==> src/rtl/alu_arbiter_if.sv <==
// Bundles the two requester channels, the ALU drive/return bus and the response
// channel shared between alu_arbiter (slave) and its environment (master).
interface alu_arbiter_if #(
    parameter int DATA_WIDTH  = 32,
    parameter int FUNCT_WIDTH = 6
);
    logic                   req0_valid;
    logic [DATA_WIDTH-1:0]  req0_op1;
    logic [DATA_WIDTH-1:0]  req0_op2;
    logic [FUNCT_WIDTH-1:0] req0_funct;
    logic                   req0_ready;

    logic                   req1_valid;
    logic [DATA_WIDTH-1:0]  req1_op1;
    logic [DATA_WIDTH-1:0]  req1_op2;
    logic [FUNCT_WIDTH-1:0] req1_funct;
    logic                   req1_ready;

    logic [DATA_WIDTH-1:0]  alu_op1;
    logic [DATA_WIDTH-1:0]  alu_op2;
    logic [FUNCT_WIDTH-1:0] alu_funct;
    logic [DATA_WIDTH-1:0]  alu_result;

    logic                   rsp_valid;
    logic                   rsp_id;
    logic [DATA_WIDTH-1:0]  rsp_result;
    logic                   rsp_err;
    logic                   rsp_ready;

    modport slave (
        input  req0_valid, req0_op1, req0_op2, req0_funct,
        output req0_ready,
        input  req1_valid, req1_op1, req1_op2, req1_funct,
        output req1_ready,
        output alu_op1, alu_op2, alu_funct,
        input  alu_result,
        output rsp_valid, rsp_id, rsp_result, rsp_err,
        input  rsp_ready
    );

    modport master (
        output req0_valid, req0_op1, req0_op2, req0_funct,
        input  req0_ready,
        output req1_valid, req1_op1, req1_op2, req1_funct,
        input  req1_ready,
        input  alu_op1, alu_op2, alu_funct,
        output alu_result,
        input  rsp_valid, rsp_id, rsp_result, rsp_err,
        output rsp_ready
    );
endinterface

==> src/rtl/alu_arbiter.sv <==
// Round-robin arbiter/sequencer sharing one combinational ALU between two
// requesters: grant in IDLE, drive the ALU in EXEC, hold the response in RESP.
module alu_arbiter #(
    parameter int DATA_WIDTH  = 32,
    parameter int FUNCT_WIDTH = 6
) (
    input  logic          clk,
    input  logic          rst,
    alu_arbiter_if.slave  bus
);
    typedef enum logic [1:0] {
        IDLE = 2'd0,
        EXEC = 2'd1,
        RESP = 2'd2
    } state_t;

    state_t state;
    state_t state_nxt;
    logic   prio;
    logic   id_q;
    logic   illegal_q;
    logic   grant0;
    logic   grant1;

    function automatic logic is_legal(input logic [FUNCT_WIDTH-1:0] f);
        logic ok;
        ok = 1'b0;
        case (f)
            FUNCT_WIDTH'(6'h20), FUNCT_WIDTH'(6'h22), FUNCT_WIDTH'(6'h2c),
            FUNCT_WIDTH'(6'h01), FUNCT_WIDTH'(6'h02), FUNCT_WIDTH'(6'h24),
            FUNCT_WIDTH'(6'h25), FUNCT_WIDTH'(6'h27), FUNCT_WIDTH'(6'h2a): ok = 1'b1;
            default: ok = 1'b0;
        endcase
        return ok;
    endfunction

    // Grant only from IDLE; with both valid the prio pointer picks the winner.
    always_comb begin
        state_nxt = state;
        grant0    = 1'b0;
        grant1    = 1'b0;
        case (state)
            IDLE: begin
                if (bus.req0_valid && (!bus.req1_valid || !prio)) begin
                    grant0    = 1'b1;
                    state_nxt = EXEC;
                end else if (bus.req1_valid) begin
                    grant1    = 1'b1;
                    state_nxt = EXEC;
                end
            end
            EXEC:    state_nxt = RESP;
            RESP:    if (bus.rsp_ready) state_nxt = IDLE;
            default: state_nxt = IDLE;
        endcase
    end

    assign bus.req0_ready = grant0 & ~rst;
    assign bus.req1_ready = grant1 & ~rst;

    always_ff @(posedge clk) begin
        if (rst) state <= IDLE;
        else     state <= state_nxt;
    end

    always_ff @(posedge clk) begin
        if (rst) begin
            prio           <= 1'b0;
            id_q           <= 1'b0;
            illegal_q      <= 1'b0;
            bus.alu_op1    <= {DATA_WIDTH{1'b0}};
            bus.alu_op2    <= {DATA_WIDTH{1'b0}};
            bus.alu_funct  <= {FUNCT_WIDTH{1'b0}};
            bus.rsp_valid  <= 1'b0;
            bus.rsp_id     <= 1'b0;
            bus.rsp_result <= {DATA_WIDTH{1'b0}};
            bus.rsp_err    <= 1'b0;
        end else begin
            // Grant cycle: the only place request inputs are sampled.
            if (grant0) begin
                bus.alu_op1   <= bus.req0_op1;
                bus.alu_op2   <= bus.req0_op2;
                bus.alu_funct <= bus.req0_funct;
                id_q          <= 1'b0;
                illegal_q     <= ~is_legal(bus.req0_funct);
            end else if (grant1) begin
                bus.alu_op1   <= bus.req1_op1;
                bus.alu_op2   <= bus.req1_op2;
                bus.alu_funct <= bus.req1_funct;
                id_q          <= 1'b1;
                illegal_q     <= ~is_legal(bus.req1_funct);
            end

            // EXEC: ALU inputs have been stable all cycle, capture its result.
            if (state == EXEC) begin
                bus.rsp_result <= illegal_q ? {DATA_WIDTH{1'b0}} : bus.alu_result;
                bus.rsp_err    <= illegal_q;
                bus.rsp_id     <= id_q;
                bus.rsp_valid  <= 1'b1;
            end

            // RESP: the served requester hands priority to the other one.
            if (state == RESP && bus.rsp_ready) begin
                bus.rsp_valid <= 1'b0;
                prio          <= ~bus.rsp_id;
            end
        end
    end
endmodule

==> src/flat_wrapper.sv <==
// flat-port wrapper written by rule: the top's interface ports become plain ports
module alu_arbiter_flat 
#(
    parameter int DATA_WIDTH  = 32,
    parameter int FUNCT_WIDTH = 6
)
  (clk, rst, bus_req0_valid, bus_req0_op1, bus_req0_op2, bus_req0_funct, bus_req0_ready, bus_req1_valid, bus_req1_op1, bus_req1_op2, bus_req1_funct, bus_req1_ready, bus_alu_op1, bus_alu_op2, bus_alu_funct, bus_alu_result, bus_rsp_valid, bus_rsp_id, bus_rsp_result, bus_rsp_err, bus_rsp_ready);
  alu_arbiter_if #(.DATA_WIDTH(DATA_WIDTH), .FUNCT_WIDTH(FUNCT_WIDTH)) bus_i ();
  input  logic clk;
  input  logic rst;
  input wire logic [$bits(bus_i.req0_valid)-1:0] bus_req0_valid;
  input wire logic [$bits(bus_i.req0_op1)-1:0] bus_req0_op1;
  input wire logic [$bits(bus_i.req0_op2)-1:0] bus_req0_op2;
  input wire logic [$bits(bus_i.req0_funct)-1:0] bus_req0_funct;
  output wire logic [$bits(bus_i.req0_ready)-1:0] bus_req0_ready;
  input wire logic [$bits(bus_i.req1_valid)-1:0] bus_req1_valid;
  input wire logic [$bits(bus_i.req1_op1)-1:0] bus_req1_op1;
  input wire logic [$bits(bus_i.req1_op2)-1:0] bus_req1_op2;
  input wire logic [$bits(bus_i.req1_funct)-1:0] bus_req1_funct;
  output wire logic [$bits(bus_i.req1_ready)-1:0] bus_req1_ready;
  output wire logic [$bits(bus_i.alu_op1)-1:0] bus_alu_op1;
  output wire logic [$bits(bus_i.alu_op2)-1:0] bus_alu_op2;
  output wire logic [$bits(bus_i.alu_funct)-1:0] bus_alu_funct;
  input wire logic [$bits(bus_i.alu_result)-1:0] bus_alu_result;
  output wire logic [$bits(bus_i.rsp_valid)-1:0] bus_rsp_valid;
  output wire logic [$bits(bus_i.rsp_id)-1:0] bus_rsp_id;
  output wire logic [$bits(bus_i.rsp_result)-1:0] bus_rsp_result;
  output wire logic [$bits(bus_i.rsp_err)-1:0] bus_rsp_err;
  input wire logic [$bits(bus_i.rsp_ready)-1:0] bus_rsp_ready;
  assign bus_i.req0_valid = bus_req0_valid;
  assign bus_i.req0_op1 = bus_req0_op1;
  assign bus_i.req0_op2 = bus_req0_op2;
  assign bus_i.req0_funct = bus_req0_funct;
  assign bus_req0_ready = bus_i.req0_ready;
  assign bus_i.req1_valid = bus_req1_valid;
  assign bus_i.req1_op1 = bus_req1_op1;
  assign bus_i.req1_op2 = bus_req1_op2;
  assign bus_i.req1_funct = bus_req1_funct;
  assign bus_req1_ready = bus_i.req1_ready;
  assign bus_alu_op1 = bus_i.alu_op1;
  assign bus_alu_op2 = bus_i.alu_op2;
  assign bus_alu_funct = bus_i.alu_funct;
  assign bus_i.alu_result = bus_alu_result;
  assign bus_rsp_valid = bus_i.rsp_valid;
  assign bus_rsp_id = bus_i.rsp_id;
  assign bus_rsp_result = bus_i.rsp_result;
  assign bus_rsp_err = bus_i.rsp_err;
  assign bus_i.rsp_ready = bus_rsp_ready;
  alu_arbiter #(.DATA_WIDTH(DATA_WIDTH), .FUNCT_WIDTH(FUNCT_WIDTH)) u_core (.clk(clk), .rst(rst), .bus(bus_i));
endmodule
==> config.mk <==
export PLATFORM = sky130hd
export DESIGN_NAME = alu_arbiter_flat
export DESIGN_NICKNAME = d
export VERILOG_FILES = /design/src/rtl/alu_arbiter_if.sv /design/src/rtl/alu_arbiter.sv /design/src/flat_wrapper.sv
export SDC_FILE = /design/constraint.sdc
export NUM_CORES = 1
export LEC_CHECK = 0
export ABC_AREA = 1
export CORE_UTILIZATION = 42
export DETAILED_ROUTE_END_ITERATION = 8
export GPL_TIMING_DRIVEN = 0
export PLACE_DENSITY_LB_ADDON = 0.2
export SLEW_MARGIN = 20
export SYNTH_ARGS = -nofsm -noshare
export SYNTH_HDL_FRONTEND = slang
export SYNTH_SLANG_ARGS = --single-unit
==> constraint.sdc <==
create_clock -name clk -period 3.2 [get_ports clk]
set_clock_uncertainty 0.1 [all_clocks]
set_input_delay 0.48 -clock clk [delete_from_list [all_inputs] [get_ports clk]]
set_output_delay 0.48 -clock clk [all_outputs]
set_load 0.01 [all_outputs]
==> results.txt, run 1 <==
----------------------------------------------------
[Layout]
  Number of fill cells ... 1,001
  Antenna Cells ... 0
  Number of nets in the layout ... 1,116
  Commonest non-fill, non-tap cell in the layout ... sky130_fd_sc_hd__clkdlybuf4s50_1
  Relative area change from synthesis to final layout ... 64.6%
  Fraction of layout instances using a drive strength above 1 ... 0.136
  Most frequent cells in the layout ... sky130_fd_sc_hd__clkdlybuf4s50_1 (283), sky130_fd_sc_hd__nand2_1 (180), sky130_fd_sc_hd__dfxtp_1 (110), sky130_fd_sc_hd__inv_1 (76), sky130_fd_sc_hd__nand3_1 (67)
  Summed area of non-filler cells in the final layout ... 0.00847 sq mm

[Die]
  Chip height ... 113 microns
  Horizontal die dimension ... 113 microns
  Initial core utilization ... 0.430
  Core area ... 0.0120 sq mm
  Number of placement rows ... 40
  Die Outline Area ... 0.0127 sq mm
  I/O pin cnt ... 284

[CTS]
  Hold bufs inserted after CTS ... 0
  Max clock buf depth ... 2
  CTS tree ... yes
  Total CTS buffers ... 9
  Post-cts gate resize count ... 0
  CTS sink count ... 110
  Clock input transition at the sequential cells of the worst setup and hold paths ... 0.07 ns
  H-Tree Level Count ... 3
  CTS root buf ... sky130_fd_sc_hd__clkbuf_16
  Number of buffers inserted to repair setup after CTS ... 0
  Worst skew pair latency ... 0.35 ns

[Yosys]
  Mean area per synthesized cell ... 7.98 sq um
  Distinct cell type count after synthesis ... 28
  Share of synthesized area occupied by flip-flops and latches ... 0.428
  Top cells by area, synth ... sky130_fd_sc_hd__dfxtp_1 (43%), sky130_fd_sc_hd__o211ai_2 (15%), sky130_fd_sc_hd__nand2_1 (13%)
  Number of nets in the synthesized netlist ... 822
  Most area-hungry cell type in the Yosys netlist ... sky130_fd_sc_hd__dfxtp_1
  Number of storage elements in the synthesis netlist ... 110
  Top cell type's share of synthesized area ... 0.428
  Number of warnings printed during yosys synthesis ... 0
  Syn Std Cell Area ... 0.00515 sq mm
  Gate count of the mapped netlist ... 645

[Setup path]
  Critical path arrival ... 2.37 ns
  Reg-to-Reg Start ... u_core.state[1]$_SDFFE_PP0P_
  FF-to-FF path depth ... 7
  Setup slack, reg-to-reg ... 1.67 ns
  Setup crit start kind ... primary input
  Destination of the worst register-to-register timing path ... u_core.bus.alu_op2[28]$_SDFFE_PP0P_
  Top cell by count, worst path ... sky130_fd_sc_hd__clkdlybuf4s50_1
  Required time of the worst setup path ... 2.62 ns
  Cells along the critical path ... clkdlybuf4s50_1, clkbuf_1, buf_1, nor2_1, clkdlybuf4s50_1
  Worst setup path startpoint ... rst
  Worst Setup EP ... bus_req1_ready
  Type of element capturing the critical path ... primary output
  CP max stage delay ... 0.51 ns
  Crit-path max FO ... 10
  Critical-path cell with the highest stage delay ... sky130_fd_sc_hd__clkdlybuf4s50_1
  CP Class ... in -> out

[STA]
  Min Clock Period, post-route ... 2.95 ns
  Number of endpoints failing setup at the final stage ... 0
  Max Transition Viols Final ... 0
  RSZ-0062 raised after global routing ... no
  Setup TNS after final layout ... 0 ns
  Fmax ... 339 MHz
  Slew headroom ... 0.644
  Count of endpoints failing hold in the final timing report ... 0
  Worst hold slack ... 0.366 ns
  Slew @ Worst Pin ... 0.534 ns
  Final worst path period share ... 0.921

[Route]
  Routed len/inst ... 14.4 microns
  DRC violation count after routing ... 0
  Vias per std cell ... 4.81
  Iteration-0 DRC Markers ... 284
  Final WL ... 15,700 microns
  Drt pass-1 iters ... 4
  Count of nets left with antenna violations after detail routing ... 0
  Overall via count from detail_route ... 5,248

[Placement]
  # port buffers ... 283
  RePlAce Congestion ... 0.792
  Total placed instance area ... 0.00817 sq mm
  Placed wire-length estimate after detailed placement ... 12,100 microns

[Worst hold path]
  Hold Path Class ... reg -> reg
  Launch point of the worst hold path ... u_core.bus.rsp_result[22]$_SDFFE_PP0N_

[GRT]
  Vias in the first global route ... 4,971
  Wire length of the first global-routing pass ... 24,600 microns
  Initial antenna violation count ... 0
  Largest net degree at the start of global routing ... 17
  Grt ovf ... 0
  GRT Util Overall ... 0.249

[Power]
  Worst VDD drop ... 0.262 mV
  Leak Pwr ... 3.79 nW
  Total power per unit cell area ... 463 mW/mm^2

[Run]
  Max-capacitance violation count ... 0

[Outcome]
  Outcome ... finished, final reports clean

----------------------------------------------------
## final cells by class
cell class | count | area [sq um] | share of cell area
multi-input cells | 407 | 2340 | 0.276
plain buffers | 46 | 297 | 0.0350
repair buffers | 283 | 2830 | 0.334
flip-flops and latches | 110 | 2200 | 0.260
clock inverters | 3 | 42.5 | 0.00502
well taps | 147 | 184 | 0.0217
clock buffers | 12 | 267 | 0.0314
inverters | 82 | 310 | 0.0366
## sequential cells by signal (all words and copies together) (netlist names)
| name | count |
|---|---|
| u_core.bus.alu_funct | 6 |
| u_core.bus.alu_op1 | 32 |
| u_core.bus.alu_op2 | 32 |
| u_core.bus.rsp_err | 1 |
| u_core.bus.rsp_id | 1 |
| u_core.bus.rsp_result | 32 |
| u_core.bus.rsp_valid | 1 |
| u_core.id_q | 1 |
| u_core.illegal_q | 1 |
| u_core.prio | 1 |
| u_core.state | 2 |
## where the power goes
part / leakage, nW / switching, mW / internal (mW) / total (mW)
registers: 0.908 / 0.0868 / 1.51 / 1.60
clock network: 0.151 / 0.500 / 0.666 / 1.17
logic: 2.73 / 0.525 / 0.632 / 1.16
## through the flow
| stage | worst slack, ns | util | power, mW | instances |
|---|---|---|---|---|
| global route | 0.122 | 0.708 | 4.12 | 1090 |
| finish | 0.254 | 0.708 | 3.92 | 1090 |
| detailed placement | 0.252 | 0.683 | 2.80 | 1075 |
| floorplan | 1.47 | - | 2.17 | 645 |
| global placement | 0.222 | 0.683 | 2.78 | 1075 |
| CTS | 0.236 | 0.708 | 3.96 | 1090 |
## worst min-delay path by stage
stage | slack [ns] | cells past startpoint | end
2_1_floorplan | 0.33 | 2 | u_core.bus.rsp_id$_SDFFE_PP0N_
3_3_place_gp | 0.35 | 1 | u_core.prio$_SDFFE_PP0P_
3_5_place_dp | 0.36 | 2 | u_core.bus.rsp_result[20]$_SDFFE_PP0N_
4_1_cts | 0.37 | 2 | u_core.bus.rsp_result[22]$_SDFFE_PP0N_
5_1_grt | 0.39 | 2 | u_core.bus.rsp_result[19]$_SDFFE_PP0N_
6_report | 0.37 | 2 | u_core.bus.rsp_result[22]$_SDFFE_PP0N_
## worst max-delay path: cells and delay by family
kind | cells | cell delay [ns]
buffers and inverters | 4 | 1.78
and+or+nand+nor | 1 | 0.10
## per-layer routing
| metal | GRT usage | share of wire |
|---|---|---|
| met1 | 0.274 | 0.41 |
| met4 | 0.108 | 0.023 |
| met2 | 0.440 | 0.49 |
| met5 | 0 | 0 |
| met3 | 0.0782 | 0.083 |
## logic make-up (layout without fill, tap and decap cells)
| logic type | count (synthesis) | in the layout | share of synthesized area |
|---|---|---|---|
| compound gates | 119 | 119 | 0.222 |
| buf+inv | 128 | 426 | 0.118 |
| flops | 110 | 110 | 0.428 |
| simple gates | 288 | 288 | 0.232 |
## cell usage after synthesis, drive strengths merged
| cell | number |
|---|---|
| a211oi | 6 |
| a21oi | 21 |
| a22oi | 16 |
| buf | 38 |
| clkbuf | 8 |
| dfxtp | 110 |
| inv | 82 |
| nand2 | 181 |
| nand3 | 67 |
| nand3b | 1 |
| nand4 | 1 |
| nor2 | 35 |
| nor3 | 3 |
| o211a | 1 |
| o211ai | 64 |
| o21ai | 11 |
No activity file was read; power rests on OpenSTA's default activity.
==> inputs of run 2 (changes only) <==
CORE_UTILIZATION = 30   (was 42)
RECOVER_POWER = 25   (was unset)
==> run 2 against run 1 <==
  * Power grew 1.9%
  * Global-route usage fell by 5.7 points
  * Register-to-register slack worse by 0.70 ns
  * Via count is 0.19% higher
  * Sequential power about the same
  * Sequential share of layout area decreased by 0.27 points
  * Die area increased by 39%
  * Combinational power about the same
  * Final area is 1.0% higher
  * Sequential cell count unchanged
  * Largest power group unchanged
==> results.txt, run 2 (synthesis gave the netlist of run 1 again) <==
----------------------------------------------------
[Outcome]
  Outcome ... finished, final reports clean

[CTS]
  Post-cts gate resize count ... 0 (unchanged)
  CTS root buf ... sky130_fd_sc_hd__clkbuf_16
  Total CTS buffers ... 9 (unchanged)
  Clock input transition at the sequential cells of the worst setup and hold paths ... 0.07 ns (about the same)
  Worst skew pair latency ... 0.34 ns (about the same)
  H-Tree Level Count ... 3 (unchanged)
  CTS sink count ... 110 (unchanged)
  Max clock buf depth ... 2 (unchanged)
  Hold bufs inserted after CTS ... 0 (unchanged)
  CTS tree ... yes
  Number of buffers inserted to repair setup after CTS ... 0 (unchanged)

[Setup path]
  Critical-path cell with the highest stage delay ... sky130_fd_sc_hd__clkdlybuf4s50_1
  Top cell by count, worst path ... sky130_fd_sc_hd__clkdlybuf4s50_1
  Setup crit start kind ... primary input
  Type of element capturing the critical path ... primary output
  Crit-path max FO ... 10 (unchanged)
  CP max stage delay ... 0.52 ns (about the same)
  CP Class ... in -> out
  Cells along the critical path ... clkdlybuf4s50_1, clkbuf_1, buf_1, nor2_1, clkdlybuf4s50_1
  Required time of the worst setup path ... 2.62 ns (about the same)
  Critical path arrival ... 2.42 ns (+0.05 ns)

[Power]
  Sw Pwr ... 1.12 mW (+0.69%)
  Worst VDD drop ... 0.249 mV (-5.2%)
  Part of the total power dissipated in sequential elements ... 0.400 (-0.008)
  Internal Pwr Total ... 2.88 mW (+2.4%)
  Leak Pwr ... 3.85 nW (+1.4%)
  Total power per unit cell area ... 467 mW/mm^2 (+0.85%)
  Share of total power in the clock network ... 0.316 (+0.019)
  Final Power ... 4.00 mW (+1.9%)
  Sw Ratio ... 0.280 (-0.00340)
  Combinational power share ... 0.285 (-0.010)

[Die]
  Chip height ... 133 microns (+18%)
  Initial core utilization ... 0.309 (-0.121)
  Number of placement rows ... 47 (+18%)
  Horizontal die dimension ... 133 microns (+18%)
  Die Outline Area ... 0.0177 sq mm (+39%)
  Core area ... 0.0166 sq mm (+39%)
  I/O pin cnt ... 284 (unchanged)

[STA]
  Setup TNS after final layout ... 0 ns (unchanged)
  Max Transition Viols Final ... 0 (unchanged)
  Fmax ... 333 MHz (-1.8%)
  Count of endpoints failing hold in the final timing report ... 0 (unchanged)
  Slew @ Worst Pin ... 0.635 ns (+0.101 ns)
  Final worst path period share ... 0.938 (+0.0172)
  Crit path setup slack, layout ... 0.198 ns (-0.0552 ns)
  Min Clock Period, post-route ... 3.00 ns (+0.0552 ns)
  Slew headroom ... 0.576 (-0.0673)
  Number of endpoints failing setup at the final stage ... 0 (unchanged)
  Worst hold slack ... 0.363 ns (-0.00289 ns)
  RSZ-0062 raised after global routing ... no

[Layout]
  Layout Utilization ... 0.515 (-0.194)
  Relative area change from synthesis to final layout ... 66.3%
  Biggest registers after layout ... u_core.bus.alu_op1 (32), u_core.bus.alu_op2 (32), u_core.bus.rsp_result (32)
  Fraction of layout instances using a drive strength above 1 ... 0.126 (-0.00968)
  Most frequent cells in the layout ... sky130_fd_sc_hd__clkdlybuf4s50_1 (258), sky130_fd_sc_hd__nand2_1 (180), sky130_fd_sc_hd__dfxtp_1 (110), sky130_fd_sc_hd__inv_1 (78), sky130_fd_sc_hd__nand3_1 (67)
  Commonest non-fill, non-tap cell in the layout ... sky130_fd_sc_hd__clkdlybuf4s50_1
  Layout Cells excl Fill ... 1,165 (+6.9%)
  Summed area of non-filler cells in the final layout ... 0.00856 sq mm (+1.0%)
  Number of nets in the layout ... 1,116 (unchanged)

[Route]
  Routed len/inst ... 14.5 microns (+0.81%)
  Vias per std cell ... 4.51 (-6.3%)
  Drt pass-1 iters ... 4 (unchanged)
  Overall via count from detail_route ... 5,258 (+0.19%)
  Iteration-0 DRC Markers ... 154 (-46%)
  Count of nets left with antenna violations after detail routing ... 0 (unchanged)
  Final WL ... 16,900 microns (+7.7%)
  DRC violation count after routing ... 0 (unchanged)

[Placement]
  DP Worst Slack ... 0.125 ns (-0.126 ns)
  Placed wire-length estimate after detailed placement ... 13,000 microns (+7.8%)
  # port buffers ... 283 (unchanged)
  Placed Cells ... 1,148 (+6.8%)
  RePlAce Congestion ... 0.782 (-1.2%)
  Total placed instance area ... 0.00826 sq mm (+1.1%)

[GRT]
  Wire length of the first global-routing pass ... 26,600 microns (+8.2%)
  Vias in the first global route ... 5,142 (+3.4%)
  Grt ovf ... 0 (unchanged)
  GRT Util Overall ... 0.191 (-0.0572)
  Largest net degree at the start of global routing ... 18 (+1)
  Initial antenna violation count ... 1 (+1)

[Run]
  Max-capacitance violation count ... 0 (unchanged)

[Worst hold path]
  Hold Path Class ... reg -> reg

----------------------------------------------------
[run 2: cell count changes in the layout (fill, tap and decap cells not counted), moves of 2 or more]
cell	change
sky130_fd_sc_hd__buf_2	-4
sky130_fd_sc_hd__clkbuf_1	+5
sky130_fd_sc_hd__clkdlybuf4s50_1	-25
sky130_fd_sc_hd__dlygate4sd3_1	+25
sky130_fd_sc_hd__inv_1	+2
sky130_fd_sc_hd__inv_2	-2
sky130_fd_sc_hd__nor2_1	+2
sky130_fd_sc_hd__nor2_4	-2
sky130_fd_sc_hd__o21ai_0	+5
sky130_fd_sc_hd__o21ai_1	-4
[run 2: final cells by class]
type / instances / area, sq um
Clock inverter: 4 / 76.3
Buffer: 46 / 278
Multi-Input combinational cell: 407 / 2320
Inverter: 82 / 309
Clock buffer: 12 / 267
Sequential cell: 110 / 2200
Timing Repair Buffer: 283 / 2830
Antenna cell: 1 / 2.50
Fill cell: 1643 / 8080
Tap cell: 220 / 275
[run 2: routing by layer]
layer / vias up / routed length [microns] / GRT usage
li1: 2693 / - / -
met1: 2354 / 7150 / 0.229
met2: 192 / 7900 / 0.321
met3: 19 / 1510 / 0.0579
met4: 0 / 366 / 0.0715
met5: - / 0 / 0
[run 2: power by group through the flow]
stage,Combinational [mW],Clock [mW],Sequential (mW)
after floorplan,0.482,0,1.69
after global placement,1.17,0,1.63
after detailed placement,1.17,0,1.63
after CTS,1.18,1.31,1.60
after global routing,1.24,1.36,1.62
final,1.14,1.26,1.60
[run 2: final timing paths]
path | start | slack [ns] | cells after the start | end
max | rst | 0.20 | 5 | bus_req1_ready
min reg2reg | u_core.bus.rsp_result[27]$_SDFFE_PP0N_ | 0.36 | 2 | u_core.bus.rsp_result[27]$_SDFFE_PP0N_
min | u_core.bus.rsp_result[27]$_SDFFE_PP0N_ | 0.36 | 2 | u_core.bus.rsp_result[27]$_SDFFE_PP0N_
max reg2reg | u_core.state[1]$_SDFFE_PP0P_ | 0.97 | 7 | u_core.bus.alu_op1[17]$_SDFFE_PP0P_
[run 2: critical path, delay by kind of cell]
family                 cells  cell delay (ns)
buffers and inverters      4             1.84
and+or+nand+nor            1             0.11
